--- src/rtl/csr_access_ctrl.sv ---
// csr_access_ctrl: Zicsr read-modify-write sequencer.
// Serves misa locally; flags illegal/read-only writes.
module csr_access_ctrl #(
  parameter logic [31:0] MISA_VALUE = 32'h4000_0100,
  parameter logic [11:0] MISA_ADDR  = 12'h301
) (
  input  logic        clk_in,
  input  logic        rst_in,
  input  logic        req_valid_in,
  output logic        req_ready_out,
  input  logic [11:0] csr_addr_in,
  input  logic [2:0]  csr_op_in,
  input  logic [31:0] rs1_data_in,
  input  logic        rs1_zero_in,
  input  logic [4:0]  uimm_in,
  output logic        csr_rd_en_out,
  output logic [11:0] csr_addr_out,
  input  logic [31:0] csr_rdata_in,
  output logic        csr_wr_en_out,
  output logic [31:0] csr_wdata_out,
  output logic        resp_valid_out,
  output logic [31:0] resp_rdata_out,
  output logic        resp_illegal_out,
  input  logic        resp_ready_in
);

  typedef enum logic [2:0] {
    IDLE, READ, LATCH, WRITE, RESP
  } state_t;

  state_t      state;
  logic [11:0] addr_q;
  logic [1:0]  op_q;
  logic [31:0] src_q;
  logic        wr_q;
  logic [31:0] wdata_q;
  logic [31:0] rdata_q;
  logic        ill_q;

  logic [31:0] src;
  logic        src_zero;
  logic        wr_intent;
  logic        illegal;
  logic        is_misa;
  logic [31:0] new_val;
  logic        busy;

  // Decode the incoming request before it is registered
  always_comb begin
    src = csr_op_in[2] ? {27'b0, uimm_in}
                       : rs1_data_in;
    src_zero = csr_op_in[2] ? (uimm_in == 5'd0)
                            : rs1_zero_in;
    wr_intent = (csr_op_in[1:0] == 2'b01)
              | ~src_zero;
    illegal = (csr_op_in[1:0] == 2'b00)
            | (wr_intent
               & (csr_addr_in[11:10] == 2'b11));
    is_misa = (csr_addr_in == MISA_ADDR);
  end

  // Modified value from the captured operands
  always_comb begin
    new_val = src_q;
    unique case (1'b1)
      op_q == 2'b10: new_val = csr_rdata_in | src_q;
      op_q == 2'b11: new_val = csr_rdata_in & ~src_q;
      default:       new_val = src_q;
    endcase
  end

  // Sequencer state and all registered datapath
  always_ff @(posedge clk_in or posedge rst_in) begin
    if (rst_in) begin
      state   <= IDLE;
      addr_q  <= '0;
      op_q    <= '0;
      src_q   <= '0;
      wr_q    <= 1'b0;
      wdata_q <= '0;
      rdata_q <= '0;
      ill_q   <= 1'b0;
    end else begin
      unique case (state)
        IDLE: begin
          if (req_valid_in) begin
            addr_q <= csr_addr_in;
            op_q   <= csr_op_in[1:0];
            src_q  <= src;
            wr_q   <= wr_intent;
            if (illegal) begin
              ill_q   <= 1'b1;
              rdata_q <= '0;
              state   <= RESP;
            end else if (is_misa) begin
              ill_q   <= 1'b0;
              rdata_q <= MISA_VALUE;
              state   <= RESP;
            end else begin
              ill_q <= 1'b0;
              state <= READ;
            end
          end
        end
        READ: state <= LATCH;
        LATCH: begin
          rdata_q <= csr_rdata_in;
          wdata_q <= new_val;
          state   <= WRITE;
        end
        WRITE: state <= RESP;
        RESP: begin
          if (resp_ready_in) state <= IDLE;
        end
        default: state <= IDLE;
      endcase
    end
  end

  assign busy = (state == READ)
              | (state == LATCH)
              | (state == WRITE);

  assign req_ready_out    = (state == IDLE) & ~rst_in;
  assign csr_rd_en_out    = (state == READ);
  assign csr_addr_out     = busy ? addr_q : '0;
  assign csr_wr_en_out    = (state == WRITE) & wr_q;
  assign csr_wdata_out    = csr_wr_en_out ? wdata_q : '0;
  assign resp_valid_out   = (state == RESP);
  assign resp_rdata_out   = resp_valid_out ? rdata_q : '0;
  assign resp_illegal_out = resp_valid_out & ill_q;

endmodule

--- config.mk ---
export PLATFORM = sky130hd
export DESIGN_NAME = csr_access_ctrl
export DESIGN_NICKNAME = d
export VERILOG_FILES = /design/src/rtl/csr_access_ctrl.sv
export SDC_FILE = /design/constraint.sdc
export NUM_CORES = 1
export LEC_CHECK = 0
export CAP_MARGIN = 20
export CORE_ASPECT_RATIO = 1.25
export CORE_MARGIN = 1.5
export CORE_UTILIZATION = 43
export CTS_CLUSTER_DIAMETER = 200
export DETAILED_ROUTE_END_ITERATION = 16
export HOLD_SLACK_MARGIN = 0.12
export PLACE_DENSITY = 0.77
export SLEW_MARGIN = 25
export SYNTH_ARGS = -nofsm -noshare
export SYNTH_HDL_FRONTEND = slang
export SYNTH_SLANG_ARGS = --single-unit
--- constraint.sdc ---
create_clock -name clk_in -period 3.7 [get_ports clk_in]
set_input_delay 0.74 -clock clk_in [delete_from_list [all_inputs] [get_ports clk_in]]
set_output_delay 0.74 -clock clk_in [all_outputs]
set_load 0.03 [all_outputs]
==> results of run 1 <==
-- final cells by class --
cell class	count	share of cell area [%]
Clock buffer	21	5.75
Clock inverter	11	1.97
Inverter	2	0.141
Multi-Input combinational cell	508	32.0
Sequential cell	115	35.9
Tap cell	168	2.62
Timing Repair Buffer	181	21.6
-- cells by family after synthesis --
group           count (synthesis)  share of synthesized area, %
simple gates                  364                          31.4
buf+inv                        53                          4.47
flops                         115                          50.6
mux                             5                         0.881
compound gates                139                          12.7
-- through the flow --
step	utilization, %	instance area [µm²]
finish	62.7	8010
global route	62.7	8010
CTS	62.7	8010
detailed placement	57.9	7400
global placement	57.7	7380
floorplan	-	5690
-- registers in the layout, indices dropped and copies added (netlist names) --
| signal | cells |
|---|---|
| wdata_q | 32 |
| wr_q | 1 |
| state | 3 |
| rdata_q | 32 |
| src_q | 32 |
| addr_q | 12 |
| ill_q | 1 |
| op_q | 2 |
-- how the worst max path moves through the flow --
stage                  endpoint           start  slack (ns)  cells after the start
6_report       csr_addr_out[11]        state[1]        0.44                      4
5_1_grt        csr_addr_out[11]        state[1]        0.31                      4
4_1_cts        csr_addr_out[11]        state[1]        0.41                      4
3_5_place_dp        rdata_q[30]  csr_addr_in[8]        0.69                      5
3_3_place_gp         rdata_q[8]    req_valid_in        0.70                      4
2_1_floorplan     req_ready_out        state[2]        1.23                      3
-- placed cells by master, fill, tap and decap left out, drive strengths merged, types with 6 or more instances in the layout --
cell and n:
clkbuf 21, buf 44, clkdlybuf4s50 137, and3 36, clkinv 6, a21oi 39, nand3 32, o21ai 92
nor2 40, dfrtp 115, and2 46, nand2 167, nand2b 27
-- routing by layer --
layer | vias to the layer above | track usage (%) | wire length, µm
met5 | - | 0 | 0
met2 | 160 | 41.2 | 8500
li1 | 2544 | - | -
met1 | 2494 | 28.8 | 6680
met3 | 14 | 6.15 | 858
met4 | 0 | 6.53 | 193
-- worst max-delay path: stages (launching register included) --
cell and delay [ns]:
dfrtp_1 0.59, nor2_2 0.08, nor2_1 0.53, and2_1 0.23, clkdlybuf4s50_1 0.69
-- where the power goes --
group / total (mW) / leakage [nW] / switching (mW) / internal [mW]
clock network: 1.71 / 0.306 / 0.553 / 1.15
registers: 2.10 / 1.47 / 0.320 / 1.78
logic: 2.33 / 1.98 / 1.46 / 0.876
total: 6.14 / 3.75 / 2.33 / 3.81
==> results.toml, run 1 <==
[floorplan]
die_x_um = 106
coreArea_um2 = 12800
ios = 170
start_util_pct = 44.5
die_height_um = 132
die-area_um2 = 13900
rows = 46

[clock_network]
cts_tree = "done"
ctsLongestPathBuffers = 2
cts_buffers = 17
cts_setup_buffers = 0
numClockSinks = 115
ctsRootBufferMaster = "clkbuf_16"
cts_resized = 0
cts_hold_buf = 0
h-tree-depth = 4
clk_latency_ns = 0.41
clk_pin_slew_ns = 0.05

[synthesis]
syn_inst = 676
synth_common_cells = "nand2_1, dfrtp_1, o21ai_0"
post-synth-top-count-cell = "nand2_1"
synth_edf_count = 0
synthTopCellsByArea = "dfrtp_1, nand2_1, o21ai_0"
yosys.area.top_type_share_pct = 50.6
syn-cell-area_um2 = 5680
yosys_warnings = 0
synth-seq-cells = 115
synthArstFlopShare_pct = 100
synth.avg_cell_area_um2 = 8.41
syn_nets = 765
yosysTopAreaCell = "dfrtp_1"
yosysSeqAreaShare_pct = 50.6
yosysUniqueCellTypes = 33
synth-main-ff-cell = "dfrtp_1"

[run_status]
status = "finished, final reports clean"

[critical_path]
reg2reg_from = "state[1]"
crit_path_start_kind = "register"
required_ns = 2.96
endpoint_kind = "output pin"
cp.arrival_ns = 2.52
r2r_end = "src_q[16]"
path_max_fanout = 12
crit_type = "reg2out"
ff2ff_path_depth = 6
rrSetupSlack_ns = 1.30

[sta]
min_period_over_period_pct = 88.2
setup_viol = 0
fin_tns_setup_ns = 0
max_freq_mhz = 307
fin_ws_ns = 0.438
rsz0062_at_grt = "no"
skew_ns = 0.0125
slew_violations = 0
whs_ns = 0.465
slew_headroom_pct = 37.5
hold_viol = 0
tightestPinTransition_ns = 0.938
min_period_ns = 3.26

[global_route]
antenna_found_initial = 0
grt_max_degree = 116
gr-total-overflow = 0
grt_pass1_vias = 5287
grt_pass1_wl_um = 26300
grtUsageTotal_pct = 23.7

[final_layout]
antenna_cells = 0
multi_input_area_um2 = 2560
drive_gt1_share_pct = 10.0
instances_no_fill = 1006
seqCellArea_um2 = 2880
area_growth_pct = 41.0
fillers = 1104
nets = 914

[power]
p_leak_nw = 3.75
p_per_area_nw_per_um2 = 766
worst_ir_drop_vdd_mv = 0.585
finalPower_mw = 6.14

[hold_path]
hp-class = "reg2reg"
min-delay-start = "addr_q[10]"
min_to = "addr_q[10]"
worstHoldPathCells = 2

[place]
dp_cells = 974
post-place-ws_ns = 0.691
portBuffers = 169
dpl.hpwl_um = 11000
place_congestion = 0.838

[detailed_routing]
vias = 5212
avgRoutedWirePerCell_um = 16.1
drc = 0
via_per_inst = 5.18
firstDrtPassIters = 5
drt_iter0_markers = 273
antenna_left = 0
drt_wl_total_um = 16200

[job]
cap_violations = 0
Note: power is estimated with default switching activity, not from simulation.
==> run 2, diff against run 1 <==
--- a/config.mk
+++ b/config.mk
@@ -8,11 +8,12 @@
 export CAP_MARGIN = 20
 export CORE_ASPECT_RATIO = 1.25
 export CORE_MARGIN = 1.5
-export CORE_UTILIZATION = 43
+export CORE_UTILIZATION = 44
+export CTS_BUF_LIST = sky130_fd_sc_hd__clkbuf_8
 export CTS_CLUSTER_DIAMETER = 200
 export DETAILED_ROUTE_END_ITERATION = 16
 export HOLD_SLACK_MARGIN = 0.12
-export PLACE_DENSITY = 0.77
+export PLACE_DENSITY = 0.76
 export SLEW_MARGIN = 25
 export SYNTH_ARGS = -nofsm -noshare
 export SYNTH_HDL_FRONTEND = slang
==> results.toml, run 2 (synthesized netlist as in run 1, its figures left out) <==
[place]
portBuffers = 169
dp_cells = 974
dpl.hpwl_um = 10800
place_congestion = 0.812

[floorplan]
die_height_um = 130
start_util_pct = 44.9
ios = 170
rows = 46
die-area_um2 = 13600
coreArea_um2 = 12700
die_x_um = 105

[critical_path]
crit_cells = 3
cpMaxStageDelayCell = "clkdlybuf4s50_1"
rrSetupSlack_ns = 1.48
crit_chain = "nor2_1 > and2_1 > clkdlybuf4s50_1"
path_buf_inv = 1
endpoint = "csr_addr_out[11]"
reg2reg_from = "state[2]"
path_max_fanout = 25
r2r_end = "ill_q"
ff2ff_path_depth = 3
crit_type = "reg2out"
critPathMaxStageDelay_ns = 0.68
required_ns = 2.96
path_delay_family = "simple AND/OR/NAND/NOR gates"
endpoint_kind = "output pin"
cp.arrival_ns = 2.60
crit_path_start_kind = "register"
crit_start = "state[2]"

[final_layout]
layout_commonest_cell = "nand2_1"
instances_no_fill = 1004
most-common-layout-cells = "nand2_1, clkdlybuf4s50_1, dfrtp_1"
drive_gt1_share_pct = 9.69
antenna_cells = 0
final_util_pct = 61.2
reg.largest.list = "rdata_q: 32 flops, src_q: 32 flops, wdata_q: 32 flops"
nets = 914
area_growth_pct = 36.3

[global_route]
gr-total-overflow = 0
grt_max_degree = 98
grt_pass1_wl_um = 25200
antenna_found_initial = 0
grt_pass1_vias = 5086
grtUsageTotal_pct = 23.6

[clock_network]
cts_resized = 0
cts_hold_buf = 0
cts_tree = "done"
cts_buffers = 17
clk_pin_slew_ns = 0.06
h-tree-depth = 4
ctsLongestPathBuffers = 2
cts_setup_buffers = 0
clk_latency_ns = 0.43
ctsRootBufferMaster = "clkbuf_8"
numClockSinks = 115

[power]
switchingPower_mw = 2.23
switching_share_pct = 40.6
p_int_mw = 3.26
p_leak_nw = 3.64
clkPwrFrac_pct = 19.7
pwr-share-seq_pct = 38.4
combPwrFrac_pct = 41.8
worst_ir_drop_vdd_mv = 0.593
p_per_area_nw_per_um2 = 708

[sta]
rsz0062_at_grt = "no"
fin_tns_setup_ns = 0
slew_violations = 0
hold_viol = 0
skew_ns = 0.0109
min_period_ns = 3.34
tightestPinTransition_ns = 0.953
max_freq_mhz = 299
setup_viol = 0
min_period_over_period_pct = 90.3
slew_headroom_pct = 36.4

[job]
cap_violations = 0

[detailed_routing]
top_layer = "met4"
drt_iter0_markers = 313
antenna_left = 0
wl_met1_um = 6540
firstDrtPassIters = 5
dr_wl_met3_um = 963
drc = 0
avgRoutedWirePerCell_um = 15.7
drt_wl_total_um = 15700
vias = 5167
via_per_inst = 5.15
wl_met2_um = 7850

[hold_path]
hp-class = "reg2reg"
min-delay-start = "wdata_q[12]"

[run_status]
status = "finished, final reports clean"
[run 2: cell types whose count changed in the layout (fill, tap and decap cells not counted), sizes merged]
cell,previous run,this run
clkbuf,21,22
buf,44,45
clkdlybuf4s50,137,136
clkinv,6,4
bufinv,4,1
inv,1,4
clkinvlp,2,1
[run 2: area by class of cell]
type | count | area, µm²
fill | 1138 | 4910
tap | 168 | 210
sequential | 115 | 2880
inverter | 2 | 11.3
clock inverter | 8 | 61.3
timing repair buffer | 181 | 1720
multi-input combinational | 508 | 2560
clock buffer | 22 | 303
[run 2: power groups by stage]
stage | registers (mW) | logic (mW) | clock network, mW
3_3_place_gp | 2.10 | 2.23 | 0
4_1_cts | 2.10 | 2.31 | 1.09
2_1_floorplan | 1.99 | 1.63 | 0
3_5_place_dp | 2.12 | 2.30 | 0
5_1_grt | 2.17 | 2.56 | 1.16
6_report | 2.11 | 2.29 | 1.08
[run 2: how the worst min path moves through the flow]
stage | end | slack, ns | cells past startpoint
6_report | wdata_q[12] | 0.47 | 2
3_3_place_gp | wdata_q[12] | 0.45 | 2
2_1_floorplan | addr_q[0] | 0.44 | 2
3_5_place_dp | addr_q[1] | 0.46 | 2
4_1_cts | wdata_q[12] | 0.48 | 2
5_1_grt | wdata_q[15] | 0.49 | 2
[run 2: metal layers]
| layer | track usage, % | up-vias |
|---|---|---|
| li1 | - | 2539 |
| met1 | 28.6 | 2410 |
| met2 | 40.8 | 187 |
| met3 | 5.74 | 31 |
| met4 | 9.59 | 0 |
| met5 | 0 | - |
[run 2: through the flow]
stage | cell area, µm² | hold slack (ns) | setup slack (ns) | total power [mW]
2_1_floorplan | 5690 | 0.437 | 1.23 | 3.62
3_5_place_dp | 7380 | 0.456 | 0.779 | 4.42
6_report | 7750 | 0.468 | 0.360 | 5.48
4_1_cts | 7750 | 0.476 | 0.360 | 5.51
3_3_place_gp | 7380 | 0.452 | 0.815 | 4.32
5_1_grt | 7750 | 0.494 | 0.143 | 5.89
[run 2: tightest hold or removal path, stage by stage (launching register included)]
cell     delay, ns
dfrtp_1       0.33
nand2_1       0.04
o21ai_0       0.06
==> run 3, diff against run 2 <==
--- a/config.mk
+++ b/config.mk
@@ -14,7 +14,7 @@
 export DETAILED_ROUTE_END_ITERATION = 16
 export HOLD_SLACK_MARGIN = 0.12
 export PLACE_DENSITY = 0.76
-export SLEW_MARGIN = 25
+export SLEW_MARGIN = 10
 export SYNTH_ARGS = -nofsm -noshare
 export SYNTH_HDL_FRONTEND = slang
 export SYNTH_SLANG_ARGS = --single-unit
==> results of run 3 <==
The final DEF is identical to that of run 2; final timing and power are the same.
